<file path="src/rtl/mem_arb_pkg.sv">
// mem_arb_pkg: shared types for the two-client memory arbiter.
//   state_t  - arbiter FSM states
//   OP_RD/WR - request opcode encodings
package mem_arb_pkg;
  typedef enum logic [1:0] {
    IDLE  = 2'd0,
    ISSUE = 2'd1,
    RD    = 2'd2,
    WR    = 2'd3
  } state_t;

  localparam logic OP_RD = 1'b0;
  localparam logic OP_WR = 1'b1;
endpackage

</file>
<file path="src/rtl/mem_arb_rr.sv">
// mem_arb_rr: combinational 2-way round-robin picker.
//   req - per-client request bits
//   ptr - client that has priority this round
//   win - one-hot winner (0 when nobody requests)
module mem_arb_rr (
  input  logic [1:0] req,
  input  logic       ptr,
  output logic [1:0] win
);
  always_comb begin
    win = 2'b00;
    if (ptr == 1'b0) win = req[0] ? 2'b01 : (req[1] ? 2'b10 : 2'b00);
    else             win = req[1] ? 2'b10 : (req[0] ? 2'b01 : 2'b00);
  end
endmodule

</file>
<file path="src/rtl/mem_arb.sv">
// mem_arb: arbitrates two burst clients onto one memory port.
//   clock/reset        - rising-edge clock, synchronous active-low reset
//   cN_req_*           - client request channel (valid/ready, opcode, len, addr)
//   cN_wr_*            - client write-beat channel
//   cN_rd_*            - client read-beat channel
//   mem_req_*/mem_wr_* - request and write beats toward memory
//   mem_rd_*           - read beats from memory
//   busy/grant         - transaction in progress / one-hot owner
// Only request fields and the beat counter are registered; beat data is muxed
// straight through to/from the owner.
module mem_arb
  import mem_arb_pkg::*;
#(
  parameter int MEM_LEN_BITS  = 8,
  parameter int MEM_ADDR_BITS = 32,
  parameter int MEM_DATA_BITS = 64
) (
  input  logic                     clock,
  input  logic                     reset,
  input  logic                     c0_req_valid,
  input  logic                     c0_req_opcode,
  input  logic [MEM_LEN_BITS-1:0]  c0_req_len,
  input  logic [MEM_ADDR_BITS-1:0] c0_req_addr,
  output logic                     c0_req_ready,
  input  logic                     c0_wr_valid,
  input  logic [MEM_DATA_BITS-1:0] c0_wr_bits,
  output logic                     c0_wr_ready,
  output logic                     c0_rd_valid,
  output logic [MEM_DATA_BITS-1:0] c0_rd_bits,
  input  logic                     c0_rd_ready,
  input  logic                     c1_req_valid,
  input  logic                     c1_req_opcode,
  input  logic [MEM_LEN_BITS-1:0]  c1_req_len,
  input  logic [MEM_ADDR_BITS-1:0] c1_req_addr,
  output logic                     c1_req_ready,
  input  logic                     c1_wr_valid,
  input  logic [MEM_DATA_BITS-1:0] c1_wr_bits,
  output logic                     c1_wr_ready,
  output logic                     c1_rd_valid,
  output logic [MEM_DATA_BITS-1:0] c1_rd_bits,
  input  logic                     c1_rd_ready,
  output logic                     mem_req_valid,
  output logic                     mem_req_opcode,
  output logic [MEM_LEN_BITS-1:0]  mem_req_len,
  output logic [MEM_ADDR_BITS-1:0] mem_req_addr,
  output logic                     mem_wr_valid,
  output logic [MEM_DATA_BITS-1:0] mem_wr_bits,
  output logic                     mem_rd_ready,
  input  logic                     mem_rd_valid,
  input  logic [MEM_DATA_BITS-1:0] mem_rd_bits,
  output logic                     busy,
  output logic [1:0]               grant
);
  state_t                   state;
  logic [1:0]               gnt;
  logic                     ptr;
  logic                     op_q;
  logic [MEM_LEN_BITS-1:0]  len_q;
  logic [MEM_LEN_BITS-1:0]  cnt;
  logic [MEM_ADDR_BITS-1:0] addr_q;
  logic [1:0]               win;
  logic                     own_rd_ready;
  logic                     own_wr_valid;
  logic                     beat;

  mem_arb_rr u_rr (
    .req ({c1_req_valid, c0_req_valid}),
    .ptr (ptr),
    .win (win)
  );

  assign own_rd_ready = gnt[1] ? c1_rd_ready : c0_rd_ready;
  assign own_wr_valid = gnt[1] ? c1_wr_valid : c0_wr_valid;
  // Write beats need no ready from memory: the owner's valid alone counts.
  assign beat = ((state == RD) && mem_rd_valid && own_rd_ready) ||
                ((state == WR) && own_wr_valid);

  // Outputs are forced low while reset is held so a mid-burst reset cannot
  // leak a beat during the reset cycle itself.
  always_comb begin
    c0_req_ready   = 1'b0;
    c1_req_ready   = 1'b0;
    c0_wr_ready    = 1'b0;
    c1_wr_ready    = 1'b0;
    c0_rd_valid    = 1'b0;
    c1_rd_valid    = 1'b0;
    c0_rd_bits     = '0;
    c1_rd_bits     = '0;
    mem_req_valid  = 1'b0;
    mem_req_opcode = 1'b0;
    mem_req_len    = '0;
    mem_req_addr   = '0;
    mem_wr_valid   = 1'b0;
    mem_wr_bits    = '0;
    mem_rd_ready   = 1'b0;
    busy           = 1'b0;
    grant          = 2'b00;
    if (reset) begin
      busy  = (state != IDLE);
      grant = gnt;
      case (state)
        IDLE: begin
          c0_req_ready = win[0];
          c1_req_ready = win[1];
        end
        ISSUE: begin
          mem_req_valid  = 1'b1;
          mem_req_opcode = op_q;
          mem_req_len    = len_q;
          mem_req_addr   = addr_q;
        end
        RD: begin
          mem_rd_ready = own_rd_ready;
          c0_rd_valid  = gnt[0] && mem_rd_valid;
          c1_rd_valid  = gnt[1] && mem_rd_valid;
          c0_rd_bits   = gnt[0] ? mem_rd_bits : '0;
          c1_rd_bits   = gnt[1] ? mem_rd_bits : '0;
        end
        WR: begin
          c0_wr_ready  = gnt[0];
          c1_wr_ready  = gnt[1];
          mem_wr_valid = own_wr_valid;
          mem_wr_bits  = gnt[1] ? c1_wr_bits : c0_wr_bits;
        end
        default: ;
      endcase
    end
  end

  always_ff @(posedge clock) begin
    if (!reset) begin
      state  <= IDLE;
      gnt    <= 2'b00;
      ptr    <= 1'b0;
      cnt    <= '0;
      op_q   <= OP_RD;
      len_q  <= '0;
      addr_q <= '0;
    end else begin
      case (state)
        IDLE: if (|win) begin
          gnt    <= win;
          op_q   <= win[1] ? c1_req_opcode : c0_req_opcode;
          len_q  <= win[1] ? c1_req_len    : c0_req_len;
          addr_q <= win[1] ? c1_req_addr   : c0_req_addr;
          state  <= ISSUE;
        end
        ISSUE: begin
          cnt   <= '0;
          state <= (op_q == OP_WR) ? WR : RD;
        end
        RD, WR: if (beat) begin
          if (cnt == len_q) begin
            // Priority passes to whichever client did not just finish.
            ptr   <= gnt[0];
            gnt   <= 2'b00;
            state <= IDLE;
          end else begin
            cnt <= cnt + 1'b1;
          end
        end
        default: state <= IDLE;
      endcase
    end
  end
endmodule

</file>
<file path="config.mk">
export PLATFORM = sky130hd
export DESIGN_NAME = mem_arb
export DESIGN_NICKNAME = d
export VERILOG_FILES = /design/src/rtl/mem_arb_pkg.sv /design/src/rtl/mem_arb_rr.sv /design/src/rtl/mem_arb.sv
export SDC_FILE = /design/constraint.sdc
export NUM_CORES = 1
export LEC_CHECK = 0
export CAP_MARGIN = 20
export CORE_AREA = 2 2 204 206
export CTS_BUF_LIST = sky130_fd_sc_hd__clkbuf_4
export DETAILED_ROUTE_END_ITERATION = 6
export DIE_AREA = 0 0 206 208
export PLACE_DENSITY = 0.47
export SETUP_SLACK_MARGIN = 0.15
export SYNTH_ARGS = -nofsm -noshare
export SYNTH_HDL_FRONTEND = slang
export SYNTH_SLANG_ARGS = --single-unit
</file>
<file path="constraint.sdc">
create_clock -name clock -period 1.8 [get_ports clock]
set_input_delay 0.36 -clock clock [delete_from_list [all_inputs] [get_ports clock]]
set_output_delay 0.36 -clock clock [all_outputs]
set_load 0.05 [all_outputs]
</file>
Word-level counts from Yosys, hierarchy flattened

Index checks and enable logic that the tools add are counted.

Flip-flop bits (word level): 54
Output and inout port bits: 245
Input bits: 283
Word-level logic and storage cells: 88

Reductions and logical operators: 17
Add/sub/neg operators: 1
Multiplexer cells: 55
Eq/ne operators: 8

Operators by type and width:

| operator                                                              | count |
|---|---|
| 64-bit two-way mux                                                    | 9 |
| 32-bit two-way mux                                                    | 3 |
| 8-bit two-way mux                                                     | 5 |
| 1-bit two-way mux                                                     | 26 |
| 2-bit two-way mux                                                     | 9 |
| 8-bit one-hot mux with 2 select lines                                 | 1 |
| 3-bit AND reduction                                                   | 3 |
| 8-bit by 1-bit adder with 8-bit output, second input constant         | 1 |
| 8-bit equality test                                                   | 1 |
| 2-bit inequality test, second input constant                          | 4 |
| 2-bit one-hot mux with 3 select lines                                 | 1 |
| 2-bit nonzero test                                                    | 3 |
| 1-bit logical AND                                                     | 5 |
| 2-bit equality test, second input constant                            | 2 |
| 2-bit one-hot mux with 2 select lines                                 | 1 |
| 4-bit AND reduction                                                   | 1 |
| 2-bit OR reduction                                                    | 2 |
| 2-bit by 1-bit equality test with 1-bit output, second input constant | 1 |
| 2-bit zero test                                                       | 1 |
| 2-bit AND reduction                                                   | 1 |
| 1-bit logical OR                                                      | 1 |

Logic depth before layout (Yosys ltp)

Depth in word-level cells: 6
Depth in mapped cells: 7
Mapped depth without buffers: 5

Cells and area by module

A second synthesis with hierarchy kept.

Cells, all modules: 629
Area total of the unflattened synthesis: 4,867.2 sq um

Modules (own cells, without submodules):

| module     | cells an instance | instances | area an instance (sq um) |
|---|---|---|---|
| mem_arb    | 626               | 1         | 4,848.4 |
| mem_arb_rr | 3                 | 1         | 18.8 |

Least setup slack after synthesis

No wires, ideal clock.

Path type: input port to output port
Start: input reset
End: output mem_req_addr[29]
Stages on the path: 5
Data arrival time: 1.958 ns
Path buffers: 2
Setup slack: -0.518 ns
Required time: 1.440 ns
Path through: buf_2 -> inv_1 -> nor2_1 -> clkbuf_1 -> and2_1

Longest elaborated chain between the ends: 1

RTL lines:

| element            | RTL line      | text |
|---|---|---|
| start: declaration | mem_arb.sv:19 | `input logic reset,` |
| 32-bit two-way mux | mem_arb.sv:98 | `if (reset) begin` |
| end: declaration   | mem_arb.sv:45 | `output logic [MEM_ADDR_BITS-1:0] mem_req_addr,` |

Every way passes these cells.

Worst setup path after layout

Start: register state[0]
End: output c1_rd_bits[29]

Longest elaborated chain between the ends: 3

RTL lines:

| element                  | RTL line       | text |
|---|---|---|
| start: declaration       | mem_arb.sv:54  | `state_t state;` |
| start signal: assignment | mem_arb.sv:150 | `state <= (op_q == OP_WR) ? WR : RD;` |
| 2-bit equality test      | mem_arb.sv:101 | `case (state)` |
| 64-bit two-way mux       | mem_arb.sv:101 |  |
| 64-bit two-way mux       | mem_arb.sv:98  |  |
| end: declaration         | mem_arb.sv:40  | `output logic [MEM_DATA_BITS-1:0] c1_rd_bits,` |

Every way passes these cells.

==> impl_metrics.tcl <==
set metrics [dict create \
    pin_count 528 \
    status "complete, but fails checks" \
    reg2reg_depth 9 \
    final_util_pct 43.8 \
    dp_hpwl_mm 29.6 \
    grt_pass1_wl_mm 51.2 \
    drv_slew 0 \
    cts-root-buf "clkbuf_4" \
    seqPwrFrac_pct 22.9 \
    power_w 0.00651 \
    drt_drc_violations_left 0 \
    antenna_found_initial 3 \
    via_per_inst 3.95 \
    cp-end-kind "output port" \
    max_stage_delay_ns 0.39 \
    vdd_drop_max_v 0.000389 \
    crit_type "reg -> out" \
    fmax_mhz 461 \
    die_x_um 206 \
    drt_iter0_markers 232 \
    clock_sinks 54 \
    synth_warnings 0 \
    num_rows 74 \
    start_util_pct 11.9 \
    nNetsFinal 1587 \
    whs_path_depth 2 \
    numCtsBuffers 5 \
    max-cap-violations 0 \
    die_area_sq_um 42800 \
    tightest_slew_ns 0.706 \
    ys_types 43 \
    hp-class "reg -> reg" \
    syn_inst 627 \
    setup_violations 294 \
    power_switching_share_pct 38.4 \
    clk_pin_slew_ns 0.17 \
    drive_above_1_share_pct 63.7 \
    cp.arrival_ns 1.81 \
    violations "negative setup slack" \
    die_h_um 208 \
    insertion_delay_ns 0.40 \
    routabilityCongestion 0.856 \
    cts_tree "done" \
    core_area_sq_um 40600 \
    dpl-instance-area_sq_um 14900 \
    synth_nets 911 \
    cp_max_fo 7 \
    p_leak_nw 6.96 \
    final_period_minus_worst_setup_slack_ns 2.17 \
    htree_num_levels 2 \
    ant_nets 0 \
    crit_chain "nand2b_4, nor2_4, buf_12, buf_8, buf_12, buf_16, and2_4, buf_12" \
    clockBufferDepth 2 \
    ys_seq_elements 54 \
    routed_wl_mm 39.5 \
    power.density_nw_per_um2 367 \
    setup_slack_ns -0.371 \
    firstDrtPassIters 4 \
    p_sw_w 0.00250 \
    cpMaxStageDelayCell "dfxtp_2" \
    port_buffers 527 \
    regArea_sq_um 1090 \
    nFillCells 3746 \
    rsz0062_at_grt "yes" \
    min_period_over_period_pct 121 \
    grt_usage_pct 16.3 \
    hold_viol 0 \
    yosysSeqAreaShare_pct 22.4 \
    grt_overflow 0 \
    avgSynthCellArea_sq_um 7.71 \
    required_ns 1.44 \
    finClkSkew_ns 0.0175 \
    crit_top_cell "buf_12" \
    combPwrFrac_pct 67.7 \
    grt_pass1_vias 7181 \
    internal_power_w 0.00401 \
    grt_max_degree 43 \
    syn-cell-area_sq_um 4830 \
    routedWlPerCell_um 21.5 \
    num_vias 7247 \
    syn_to_final_growth_pct 268 \
    stdcell_area_sq_um 17800 \
    start_kind "flop" \
    relSlewSlack_pct 53.0 \
    clkPwrFrac_pct 9.4 \
    multi_input_area_sq_um 5380 \
]
==> power groups by stage <==
stage,combinational (W),sequential (W),clock (W)
2_1_floorplan,0.00144,0.00145,0
3_3_place_gp,0.00308,0.00148,0
3_5_place_dp,0.00309,0.00149,0
4_1_cts,0.00370,0.00147,0.000625
5_1_grt,0.00462,0.00151,0.000658
6_report,0.00441,0.00149,0.000609
==> worst paths after layout <==
path	from	end	slack (ns)
worst min register to register	addr_q[2]	addr_q[2]	0.51
worst max-delay path	state[0]	c1_rd_bits[29]	-0.37
worst min-delay path	addr_q[2]	addr_q[2]	0.51
worst max register to register	gnt[1]	cnt[5]	-0.31
==> sequential cells by signal (all words and copies together), names as in the netlist <==
register  count
len_q         8
state         2
addr_q       32
op_q          1
ptr           1
gnt           2
cnt           8
==> cell usage after synthesis, drive strengths merged <==
master	number	area (sq um)
a211o	1	17.5
a211oi	43	328
a21oi	2	21.3
a31o	2	17.5
a32o	1	10.0
a41o	1	10.0
and2	171	1070
and3	3	18.8
and3b	1	8.76
buf	29	136
clkbuf	27	103
dfxtp	54	1080
ha	1	12.5
inv	7	26.3
mux2	1	11.3
mux2i	108	1080
nand2	17	63.8
nand2b	2	20.0
nand3	5	30.0
nand4	1	6.26
nor2	117	442
nor2b	1	6.26
nor3	6	30.0
nor4	2	42.5
o211ai	2	20.0
o21a	1	7.51
o21ai	4	20.0
o311ai	4	65.1
o32a	2	32.5
o32ai	2	17.5
or3	1	6.26
xor2	8	70.1
==> critical path: cells and delay by family, from the launching register on <==
kind | cells | cell delay, ns
buf+inv | 5 | 0.64
flops | 1 | 0.39
simple gates | 3 | 0.37
==> layout by cell type (no fill, tap or decap), drive strengths merged, types with 2 or more instances in the layout <==
cell type        n
buf            428
clkdlybuf4s50  281
and2           171
nor2           117
mux2i          108
dfxtp           54
a211oi          43
clkbuf          19
nand2           17
xor2             8
inv              8
nor3             6
nand3            5
o311ai           4
o21ai            4
and3             3
nand2b           2
o21a             2
nor4             2
a31o             2
o32ai            2
o32a             2
o211ai           2
a21oi            2
==> layer usage <==
metal / wire [um] / vias to the layer above / GRT usage (%)
met2: 20400 / 313 / 30.5
met5: 31 / - / 0
met1: 15100 / 3420 / 18.7
met3: 3400 / 31 / 4.15
li1: - / 3479 / -
met4: 542 / 4 / 2.56
==> metrics by stage <==
step / setup slack, ns / hold slack (ns) / TNS, ns / instances
CTS: -0.392 / 0.514 / -76.39 / 1789
global route: -0.440 / 0.527 / -98.25 / 1837
global placement: -0.464 / 0.484 / -108.76 / 1723
detailed placement: -0.446 / 0.489 / -107.54 / 1723
floorplan: 0.0653 / 0.474 / 0 / 627
finish: -0.371 / 0.513 / -77.49 / 1837
==> logic make-up (layout without fill, tap and decap cells) <==
logic type,count (synthesis),after routing,synth area share (%)
mux,109,109,22.6
fa+ha+maj,1,1,0.259
flops,54,54,22.4
simple gates,327,327,36.1
xor+xnor,8,8,1.45
buf+inv,63,739,5.49
compound gates,65,66,11.7
other cells,0,1,0
==> layout make-up <==
cell class | count | area share, %
Inverter | 7 | 0.162
Multi-Input combinational cell | 511 | 30.3
Clock buffer | 6 | 0.254
Timing Repair Buffer | 724 | 59.3
Sequential cell | 54 | 6.14
Antenna cell | 1 | 0.0141
Clock inverter | 2 | 0.0704
Tap cell | 532 | 3.75
==> what timing repair did <==
action                     CTS  global route
gates resized for setup    178           124
hold buffers                 0             0
buffers inserted            40            25
pin swaps                   76            69
setup endpoints to repair  259           299
cloned                      18            22
(Power assumes the default switching activity.)
